==> src/rtl/branch_predictor.sv <==
// Direct-mapped branch target buffer with saturating direction counters for the RV32 fetch stage.
// Optional performance counters are built when BP_PERF_EN is defined.
module branch_predictor #(
  parameter int PC_W    = 9,
  parameter int ENTRIES = 16,
  parameter int CNT_W   = 2
) (
  input  logic            clk,
  input  logic            reset,
  input  logic [PC_W-1:0] if_pc,
  output logic            pred_taken,
  output logic [PC_W-1:0] pred_target,
  input  logic            upd_valid,
  input  logic [PC_W-1:0] upd_pc,
  input  logic            upd_is_jump,
  input  logic            upd_taken,
  input  logic [PC_W-1:0] upd_target,
  input  logic            upd_pred_taken,
  input  logic [PC_W-1:0] upd_pred_target,
  output logic            mispredict,
  output logic [31:0]     perf_branches,
  output logic [31:0]     perf_mispredicts
);

  localparam int IDX_W = $clog2(ENTRIES);
  localparam int TAG_W = PC_W - 2 - IDX_W;
  localparam logic [CNT_W-1:0] CNT_MAX  = '1;
  localparam logic [CNT_W-1:0] CNT_WEAK = {1'b1, {(CNT_W-1){1'b0}}};

  logic [ENTRIES-1:0] valid_q;
  logic [ENTRIES-1:0] jump_q;
  logic [CNT_W-1:0]   cnt_q [ENTRIES];
  logic [TAG_W-1:0]   tag_q [ENTRIES];
  logic [PC_W-1:0]    tgt_q [ENTRIES];

  logic [IDX_W-1:0] lk_idx, upd_idx;
  logic [TAG_W-1:0] lk_tag, upd_tag;
  logic             lk_hit, upd_hit;

  logic             wr_en;
  logic             wr_jump;
  logic [CNT_W-1:0] wr_cnt;
  logic [PC_W-1:0]  wr_tgt;

  logic unused_pc_lsbs;
  assign unused_pc_lsbs = ^{if_pc[1:0], upd_pc[1:0]};

  assign lk_idx  = if_pc[IDX_W+1:2];
  assign lk_tag  = if_pc[PC_W-1:IDX_W+2];
  assign upd_idx = upd_pc[IDX_W+1:2];
  assign upd_tag = upd_pc[PC_W-1:IDX_W+2];

  assign lk_hit  = valid_q[lk_idx] && (tag_q[lk_idx] == lk_tag);
  assign upd_hit = valid_q[upd_idx] && (tag_q[upd_idx] == upd_tag);

  // Lookup reads the table as it stands: an update in the same cycle is not bypassed.
  // Gated by reset so the prediction is quiet while reset is held.
  always_comb begin
    pred_taken  = reset && lk_hit && (jump_q[lk_idx] || cnt_q[lk_idx][CNT_W-1]);
    pred_target = pred_taken ? tgt_q[lk_idx] : '0;
  end

  assign mispredict = upd_valid &&
                      ((upd_taken != upd_pred_taken) ||
                       (upd_taken && (upd_target != upd_pred_target)));

  always_comb begin
    wr_en   = 1'b0;
    wr_jump = jump_q[upd_idx];
    wr_cnt  = cnt_q[upd_idx];
    wr_tgt  = tgt_q[upd_idx];
    if (upd_valid) begin
      if (upd_hit) begin
        wr_en = 1'b1;
        if (upd_is_jump) begin
          wr_jump = 1'b1;
          wr_tgt  = upd_target;
        end else begin
          wr_jump = 1'b0;
          if (upd_taken) begin
            wr_tgt = upd_target;
            if (cnt_q[upd_idx] != CNT_MAX) wr_cnt = cnt_q[upd_idx] + CNT_W'(1);
          end else if (cnt_q[upd_idx] != '0) begin
            wr_cnt = cnt_q[upd_idx] - CNT_W'(1);
          end
        end
      end else if (upd_taken) begin
        wr_en   = 1'b1;
        wr_jump = upd_is_jump;
        wr_cnt  = CNT_WEAK;
        wr_tgt  = upd_target;
      end
    end
  end

  always_ff @(posedge clk) begin
    if (!reset) begin
      valid_q <= '0;
      jump_q  <= '0;
      for (int unsigned i = 0; i < ENTRIES; i++) cnt_q[i] <= '0;
    end else if (wr_en) begin
      valid_q[upd_idx] <= 1'b1;
      jump_q[upd_idx]  <= wr_jump;
      cnt_q[upd_idx]   <= wr_cnt;
    end
  end

  // Tags and targets carry no reset; a cleared valid bit hides them.
  always_ff @(posedge clk) begin
    if (reset && wr_en) begin
      tag_q[upd_idx] <= upd_tag;
      tgt_q[upd_idx] <= wr_tgt;
    end
  end

`ifdef BP_PERF_EN
  logic [31:0] br_cnt_q, mp_cnt_q;

  always_ff @(posedge clk) begin
    if (!reset) begin
      br_cnt_q <= '0;
      mp_cnt_q <= '0;
    end else begin
      if (upd_valid)  br_cnt_q <= br_cnt_q + 32'd1;
      if (mispredict) mp_cnt_q <= mp_cnt_q + 32'd1;
    end
  end

  assign perf_branches    = br_cnt_q;
  assign perf_mispredicts = mp_cnt_q;
`else
  assign perf_branches    = '0;
  assign perf_mispredicts = '0;
`endif

endmodule

==> config.mk <==
export PLATFORM = sky130hd
export DESIGN_NAME = branch_predictor
export DESIGN_NICKNAME = d
export VERILOG_FILES = /design/src/rtl/branch_predictor.sv
export SDC_FILE = /design/constraint.sdc
export NUM_CORES = 1
export LEC_CHECK = 0
export BUFFER_PORTS_ARGS = -buffer_cell sky130_fd_sc_hd__buf_2
export CORE_MARGIN = 1
export CORE_UTILIZATION = 38
export DETAILED_ROUTE_END_ITERATION = 8
export GPL_TIMING_DRIVEN = 0
export HOLD_SLACK_MARGIN = 0.05
export PLACE_DENSITY = 0.56
export SLEW_MARGIN = 20
export SYNTH_ARGS = -nofsm -noshare
export SYNTH_HDL_FRONTEND = slang
export SYNTH_SLANG_ARGS = --single-unit
==> constraint.sdc <==
create_clock -name clk -period 7.3 [get_ports clk]
set_input_delay 2.19 -clock clk [delete_from_list [all_inputs] [get_ports clk]]
set_output_delay 2.19 -clock clk [all_outputs]
set_load 0.02 [all_outputs]
After elaboration in Yosys (flattened, before gate mapping)
Memory sizes are Yosys's and may differ from the RTL's.
Index checks and enable logic that the tools add are counted.
- memories: 3
- register bits after elaboration: 32
- word-level logic and storage cells: 67
- latch bits: 0
- ROM bits: 0
- memory bits (writable): 224
- multiplexer cells: 39
- $add $sub $neg: 2
- multipliers: 0
- bitwise operators: 1
- shifts and indexed selects: 0
- reduce and logical (&&, ||, !) cells: 12
- div/mod/pow operators: 0
- equal/unequal tests: 5
- magnitude comparators: 3
- memory list (name ; depth ; width ; rd ports ; clocked after memory_dff ; wr ports ; RTL line ; text):
    tgt_q ; 16 ; 9 ; 2 ; 0 ; 1 ; 34 ; logic [PC_W-1:0] tgt_q [ENTRIES];
    tag_q ; 16 ; 3 ; 2 ; 0 ; 1 ; 33 ; logic [TAG_W-1:0] tag_q [ENTRIES];
    cnt_q ; 16 ; 2 ; 2 ; 0 ; 16 ; 32 ; logic [CNT_W-1:0] cnt_q [ENTRIES];
- operators with widths (kind ; count):
    $mux W9 ; 5
    $mux W1 ; 19
    $bmux W1 S4 ; 4
    $bwmux W16 ; 1
    $mux W2 ; 8
    $or A16 B16 Y16 ; 1
    $lt A4 B5 Y1 const B ; 2
    $ne A9 B9 Y1 ; 1
    $logic_and A1 B1 Y1 ; 8
    $eq A3 B3 Y1 ; 2
    $demux W1 S4 ; 1
    $ge A4 B1 Y1 const B ; 1
    $mux W4 ; 1
    $add A2 B1 Y2 const B ; 1
    $logic_or A1 B1 Y1 ; 2
    $ne A2 B2 Y1 const B ; 1
    $reduce_bool A2 Y1 ; 1
    $reduce_or A2 Y1 ; 1
    $sub A2 B1 Y2 const B ; 1
    $ne A1 B1 Y1 ; 1

Longest topological paths before layout
Gate-level depths: netlist (run 1).
- depth in word-level cells: 10
- mapped depth: 12
- gate-level depth less buffers: 8

Least setup slack after synthesis (run 1)
No wires, ideal clock.
- path kind: input port to output port
- from: input if_pc[2]
- to: output pred_target[0]
- setup slack: 0.595 ns
- stages: 7
- data arrival time: 4.515 ns
- cells stage by stage: buf_2 -> buf_2 -> mux4_2 -> mux4_2 -> xnor2_1 -> nand4_1 -> nor2b_1
- cells in the longest elaborated chain, start to end: 6
- ends and longest elaborated chain (item ; RTL line ; text):
    start: declaration ; 10 ; input logic [PC_W-1:0] if_pc,
    $mem_v2 Z16 W3 / $bmux W1 S4 (equally long branches) ; -- ;
    $eq A3 B3 Y1 / $mux W1 (equally long branches) ; 53 ; assign lk_hit = valid_q[lk_idx] && (tag_q[lk_idx] == lk_tag);
    $logic_and A1 B1 Y1 ; 53 ;
    $logic_and A1 B1 Y1 (2 in a row) ; 59 ; pred_taken = reset && lk_hit && (jump_q[lk_idx] || cnt_q[lk_idx][CNT_W-1]);
    $mux W9 * ; 60 ; pred_target = pred_taken ? tgt_q[lk_idx] : '0;
    end: declaration ; 12 ; output logic [PC_W-1:0] pred_target,
Every way passes the cells marked *; elsewhere a longest branch is shown, timed or not. The select of a mux whose other input is x is not followed.

Final worst setup path (run 1)
Same ends and word-level chain as after synthesis.

==> results of run 1 <==
==> per-stage QoR <==
stage / util [%] / cells / setup WS, ps / instance area (um^2) / power [W]
6_report: 45.2 / 1406 / 230 / 15200 / 0.00339
5_1_grt: 45.2 / 1406 / 47.8 / 15200 / 0.00348
4_1_cts: 45.2 / 1406 / 138 / 15200 / 0.00341
3_5_place_dp: 42.4 / 1354 / -709 / 14200 / 0.00201
3_3_place_gp: 41.6 / 1336 / -736 / 14000 / 0.00201
2_1_floorplan: - / 846 / 595 / 13200 / 0.00191
==> report_power, final <==
part	switching (W)	leakage, nW	internal, W
Combinational	0.000211	2.38	0.000143
Sequential	0.00000699	2.32	0.00162
Clock	0.000583	0.449	0.000823
Total	0.000801	5.15	0.00259
==> state kept, by name (all words and copies together) (netlist names) <==
name / cells
tgt_q: 144
tag_q: 48
cnt_q: 32
jump_q: 16
valid_q: 16
==> layout make-up <==
cell class                      count  area (um^2)
Buffer                            123          823
Clock buffer                       32          737
Clock inverter                     19          161
Fill cell                        2951        18400
Inverter                            3         11.3
Multi-Input combinational cell    463         5080
Sequential cell                   256         7370
Tap cell                          448          561
Timing Repair Buffer               62          424
==> final timing paths <==
| path | startpoint | endpoint | cells past startpoint | slack, ps |
|---|---|---|---|---|
| max reg2reg | tag_q[11][0]$_DFFE_PP_ | tgt_q[8][5]$_DFFE_PP_ | 10 | 3860 |
| min reg2reg | jump_q[10]$_SDFFE_PN0P_ | jump_q[10]$_SDFFE_PN0P_ | 2 | 460 |
| min | jump_q[10]$_SDFFE_PN0P_ | jump_q[10]$_SDFFE_PN0P_ | 2 | 460 |
| max | if_pc[2] | pred_target[0] | 7 | 230 |
==> Yosys cell counts, drive strengths merged (2+ instances only) <==
cell type,count
nor3,40
nor2b,11
nor2,23
xor2,10
a41oi,3
inv,3
xnor2,4
mux2,11
edfxtp,224
clkbuf,23
nor4,10
or2,3
a31oi,4
nand3,7
o21ai,31
buf,101
a22oi,9
nand3b,2
nand2b,8
o21a,16
dfxtp,32
nand2,32
mux4,125
mux2i,39
==> cells in the final DEF (no fill, tap or decap), types with 5 or more instances in the layout <==
master,instances
edfxtp_1,224
mux4_2,125
buf_4,76
conb_1,64
buf_2,60
mux2i_1,39
nand2_1,32
dfxtp_1,32
clkbuf_16,29
nor3_2,28
o21ai_0,24
clkbuf_1,22
o21a_1,16
buf_6,12
nor2_2,12
nor3_1,12
nor2b_1,11
mux2_2,11
nor4_1,10
a22oi_1,9
nor2_1,9
xor2_1,9
clkinv_2,9
nand2b_1,8
nand3_1,7
clkinv_1,7
buf_8,6
o21ai_1,5
==> cells by family (layout without fill, tap and decap cells) <==
| group | count (synthesis) | count (layout) |
|---|---|---|
| DFF | 256 | 256 |
| buffers and inverters | 127 | 239 |
| and+or+nand+nor | 142 | 142 |
| AOI/OAI and AO/OA | 68 | 68 |
| other | 1 | 64 |
| xor gates and xnor gates | 14 | 14 |
| muxes | 175 | 175 |
==> routing by layer <==
| metal | wire (um) | track usage, % | vias up |
|---|---|---|---|
| li1 | - | - | 3335 |
| met3 | 2650 | 3.89 | 49 |
| met4 | 672 | 4.82 | 0 |
| met2 | 17200 | 33.8 | 328 |
| met5 | 0 | 0 | - |
| met1 | 14200 | 26.7 | 3896 |
==> worst min-delay path: cells and delay by family (launching register included) <==
family | cells | cell delay [ps]
simple gates | 1 | 50
flops | 1 | 310
mux | 1 | 50
==> repair_timing <==
item | 4_1_cts | 5_1_grt
buffers inserted | 2 | 0
endpoints found under the setup margin | 10 | 0
resized for setup | 11 | 0
==> impl_metrics.env, run 1 <==
export IMPL_ys_async_sr_fraction_pct=0
export IMPL_synth_flop_cell="edfxtp_1"
export IMPL_synth_xor_area_share_pct=1.09
export IMPL_avgSynthCellArea_um2=16.5
export IMPL_overflow=0
export IMPL_grt_max_degree=21
export IMPL_hold_path_class="flop to flop"
export IMPL_cp_common_cell="buf_2"
export IMPL_synth_simple_area_share_pct=6.38
export IMPL_cp_max_fo=10
export IMPL_die_x_um=187
export IMPL_synthAdderAreaFrac_pct=0
export IMPL_path_class="primary input to output port"
export IMPL_synth_area_leaders="edfxtp_1, mux4_2, dfxtp_1"
export IMPL_worst_path_max_delay_cell="clkdlybuf4s15_2"
export IMPL_fin_setup_tns_ps=0
export IMPL_synth_edf_count=224
export IMPL_muxShareOfSynthArea_pct=25.7
export IMPL_synth_top_family_by_area="multiplexers"
export IMPL_die_y_um=187
export IMPL_cts_made_buffers=28
export IMPL_finalSetupViolations=0
export IMPL_drc=0
export IMPL_wl_per_cell_um=24.8
export IMPL_yosysUniqueCellTypes=46
export IMPL_cts_clk_slew_worst_paths_ps=60
export IMPL_ys_ff_latch=256
export IMPL_synth_compound_area_share_pct=3.73
export IMPL_slew_headroom_pct=27.8
export IMPL_synth_yosys_seq_area_share_pct=56.9
export IMPL_die_area_um2=34800
export IMPL_irDropWorstVdd_uv=201
export IMPL_clock_latency_ps=550
export IMPL_grt_pass1_wl_um=50700
export IMPL_tightestPinTransition_ps=1080
export IMPL_antenna_cells_inserted=0
export IMPL_ios=117
export IMPL_start_util_pct=38.6
export IMPL_gp_congestion=0.809
export IMPL_drtIter0Drc=826
export IMPL_vias=7608
export IMPL_synth_largest_area_cell="edfxtp_1"
export IMPL_syn_to_final_growth_pct=17.1
export IMPL_yosys_warnings=0
export IMPL_max_stage_delay_ps=610
export IMPL_grt_use_total_pct=20.0
export IMPL_min_period_ps=7070
export IMPL_nets=979
export IMPL_synthDominantCellAreaShare_pct=51.9
export IMPL_max_freq_mhz=141
export IMPL_outcome="finished clean"
export IMPL_num_rows=67
export IMPL_clock_sinks=256
export IMPL_vias_per_cell=5.41
export IMPL_rsz0062_at_grt="false"
export IMPL_p_leak_nw=5.15
export IMPL_clock_skew_final_ps=11.2
export IMPL_p_per_area_nw_per_um2=223
export IMPL_cts_tree="done"
export IMPL_first_global_vias=7518
export IMPL_place_hpwl_um=24500
export IMPL_slew_viol_final=0
export IMPL_syn_instance_count=783
export IMPL_cp_end_kind="output port"
export IMPL_cp_cell_sequence="buf_2 -> buf_2 -> clkdlybuf4s15_2 -> mux4_2 -> mux4_2 -> nor2b_1 -> buf_2"
export IMPL_cp_required_ps=5110
export IMPL_period_share_pct=96.9
export IMPL_hold_buffers=0
export IMPL_finalHoldWorstSlack_ps=456
export IMPL_start_kind="primary input"
export IMPL_port_buffers=42
export IMPL_antenna_found_initial=0
export IMPL_clock_root_buffer="clkbuf_16"
export IMPL_drt_antenna_violating_nets=0
export IMPL_drt_first_pass_iters=5
export IMPL_critPathTopFamily="buffers and inverters"
export IMPL_htreeDepth=1
export IMPL_hold_viol=0
export IMPL_core_um2=33500
export IMPL_netlist_area_um2=13000
export IMPL_path_buf_inv=4
export IMPL_cts_buffer_depth=3
export IMPL_drv_cap=0
export IMPL_drive_gt1_share_pct=40.6
export IMPL_arrival_ps=4880
export IMPL_routed_wirelength_um=34800
Power figures use the tool's default switching activity.
==> run 2: changes to the inputs <==
==> constraint.sdc (replaced) <==
create_clock -name clk -period 8.13 [get_ports clk]
set_input_delay 2.439 -clock clk [delete_from_list [all_inputs] [get_ports clk]]
set_output_delay 2.439 -clock clk [all_outputs]
set_load 0.02 [all_outputs]
==> impl_metrics.env, run 2 (same netlist as run 1, synthesis figures left out) <==
export IMPL_irDropWorstVdd_uv=180
export IMPL_routed_wirelength_um=34800
export IMPL_hold_viol=0
export IMPL_ios=117
export IMPL_drive_gt1_share_pct=40.5
export IMPL_layout_common_cells="edfxtp_1, mux4_2, buf_4"
export IMPL_rsz0062_at_grt="false"
export IMPL_syn_to_final_growth_pct=16.9
export IMPL_path_class="primary input to output port"
export IMPL_clock_skew_final_ps=11.3
export IMPL_nets=980
export IMPL_outcome="finished clean"
export IMPL_port_buffers=42
export IMPL_top_register="tgt_q"
export IMPL_vias=7596
export IMPL_htreeDepth=1
export IMPL_clock_root_buffer="clkbuf_16"
export IMPL_core_um2=33500
export IMPL_hold_path_class="flop to flop"
export IMPL_reg_top3="tgt_q x144, tag_q x48, cnt_q x32"
export IMPL_period_share_pct=98.8
export IMPL_overflow=0
export IMPL_p_leak_nw=5.15
export IMPL_slew_viol_final=0
export IMPL_path_buf_inv=5
export IMPL_cts_buffer_depth=3
export IMPL_clock_sinks=256
export IMPL_cp_cell_sequence="buf_2 -> buf_1 -> clkdlybuf4s15_2 -> clkbuf_1 -> mux4_2 -> mux4_2 -> nor2b_1 -> buf_2"
export IMPL_gp_congestion=0.809
export IMPL_finalSetupViolations=0
export IMPL_die_area_um2=34800
export IMPL_drv_cap=0
export IMPL_grt_max_degree=21
export IMPL_start_util_pct=38.6
export IMPL_design_area_um2=15100
export IMPL_slew_headroom_pct=24.6
export IMPL_min_period_ps=8030
export IMPL_final_common_cell="edfxtp_1"
export IMPL_grt_use_total_pct=20.1
export IMPL_die_y_um=187
export IMPL_antenna_found_initial=0
export IMPL_vias_per_cell=5.40
export IMPL_drt_antenna_violating_nets=0
export IMPL_cts_tree="done"
export IMPL_max_stage_delay_ps=660
export IMPL_p_total_w=0.00304
export IMPL_grt_pass1_wl_um=50700
export IMPL_drt_first_pass_iters=5
export IMPL_cp_max_fo=10
export IMPL_first_global_vias=7529
export IMPL_hold_buffers=0
export IMPL_critPathTopFamily="buffers and inverters"
export IMPL_die_x_um=187
export IMPL_clock_latency_ps=550
export IMPL_cts_clk_slew_worst_paths_ps=60
export IMPL_wl_per_cell_um=24.7
export IMPL_cts_made_buffers=28
export IMPL_cp_end_kind="output port"
export IMPL_cp_required_ps=5690
export IMPL_drtIter0Drc=732
export IMPL_placed_cell_area_um2=14200
export IMPL_antenna_cells_inserted=0
export IMPL_worst_path_max_delay_cell="clkbuf_1"
export IMPL_arrival_ps=5590
export IMPL_start_kind="primary input"
export IMPL_p_per_area_nw_per_um2=201
export IMPL_largest_register_ffs=144
export IMPL_tightestPinTransition_ps=1130
export IMPL_drc=0
export IMPL_place_hpwl_um=24500
export IMPL_max_freq_mhz=124
export IMPL_num_rows=67
==> run 2: worst paths after layout <==
kind | depth (start not counted) | from | slack (ps) | endpoint
worst min register to register | 2 | jump_q[10]$_SDFFE_PN0P_ | 460 | jump_q[10]$_SDFFE_PN0P_
worst max register to register | 11 | tag_q[11][0]$_DFFE_PP_ | 4680 | tgt_q[3][5]$_DFFE_PP_
worst max-delay path | 8 | if_pc[3] | 100 | pred_target[0]
worst min-delay path | 2 | jump_q[10]$_SDFFE_PN0P_ | 460 | jump_q[10]$_SDFFE_PN0P_
==> run 2: metrics by stage <==
step	worst slack, ps	std cells	utilization, %	setup TNS, ps	hold WS (ps)
6_report	97.7	1407	45.2	0	456
5_1_grt	15.4	1407	45.2	0	464
4_1_cts	55.2	1407	45.2	0	453
3_5_place_dp	-377	1354	42.4	-2840	446
3_3_place_gp	-404	1336	41.6	-3110	439
2_1_floorplan	927	846	-	0	432
==> run 2: routing by layer <==
| metal | track usage (%) | up-vias | routed length, um |
|---|---|---|---|
| met1 | 26.8 | 3900 | 14200 |
| met4 | 4.82 | 0 | 642 |
| met3 | 3.74 | 49 | 2540 |
| li1 | - | 3343 | - |
| met2 | 33.9 | 304 | 17300 |
| met5 | 0 | - | 0 |
==> run 2: where the power goes <==
part           switching (W)  internal [W]
registers         0.00000626       0.00146
clock network       0.000521      0.000738
logic               0.000189      0.000128
==> run 2: tightest hold or removal path: stages (launching register included) <==
cell,delay [ps]
dfxtp_1,310
nand2_1,50
mux2i_1,50
==> run 2: what timing repair did <==
item	in CTS	in global routing
buffers inserted	2	0
gates resized for setup	4	0
endpoints found under the setup margin	10	0
==> run 2: area by class of cell <==
cell class,instances,area (um^2)
timing repair buffer,62,424
clock buffer,32,737
inverter,3,11.3
clock inverter,19,161
multi-input combinational,463,5080
tap,448,561
sequential,256,7370
buffer,124,807
fill,2954,18400
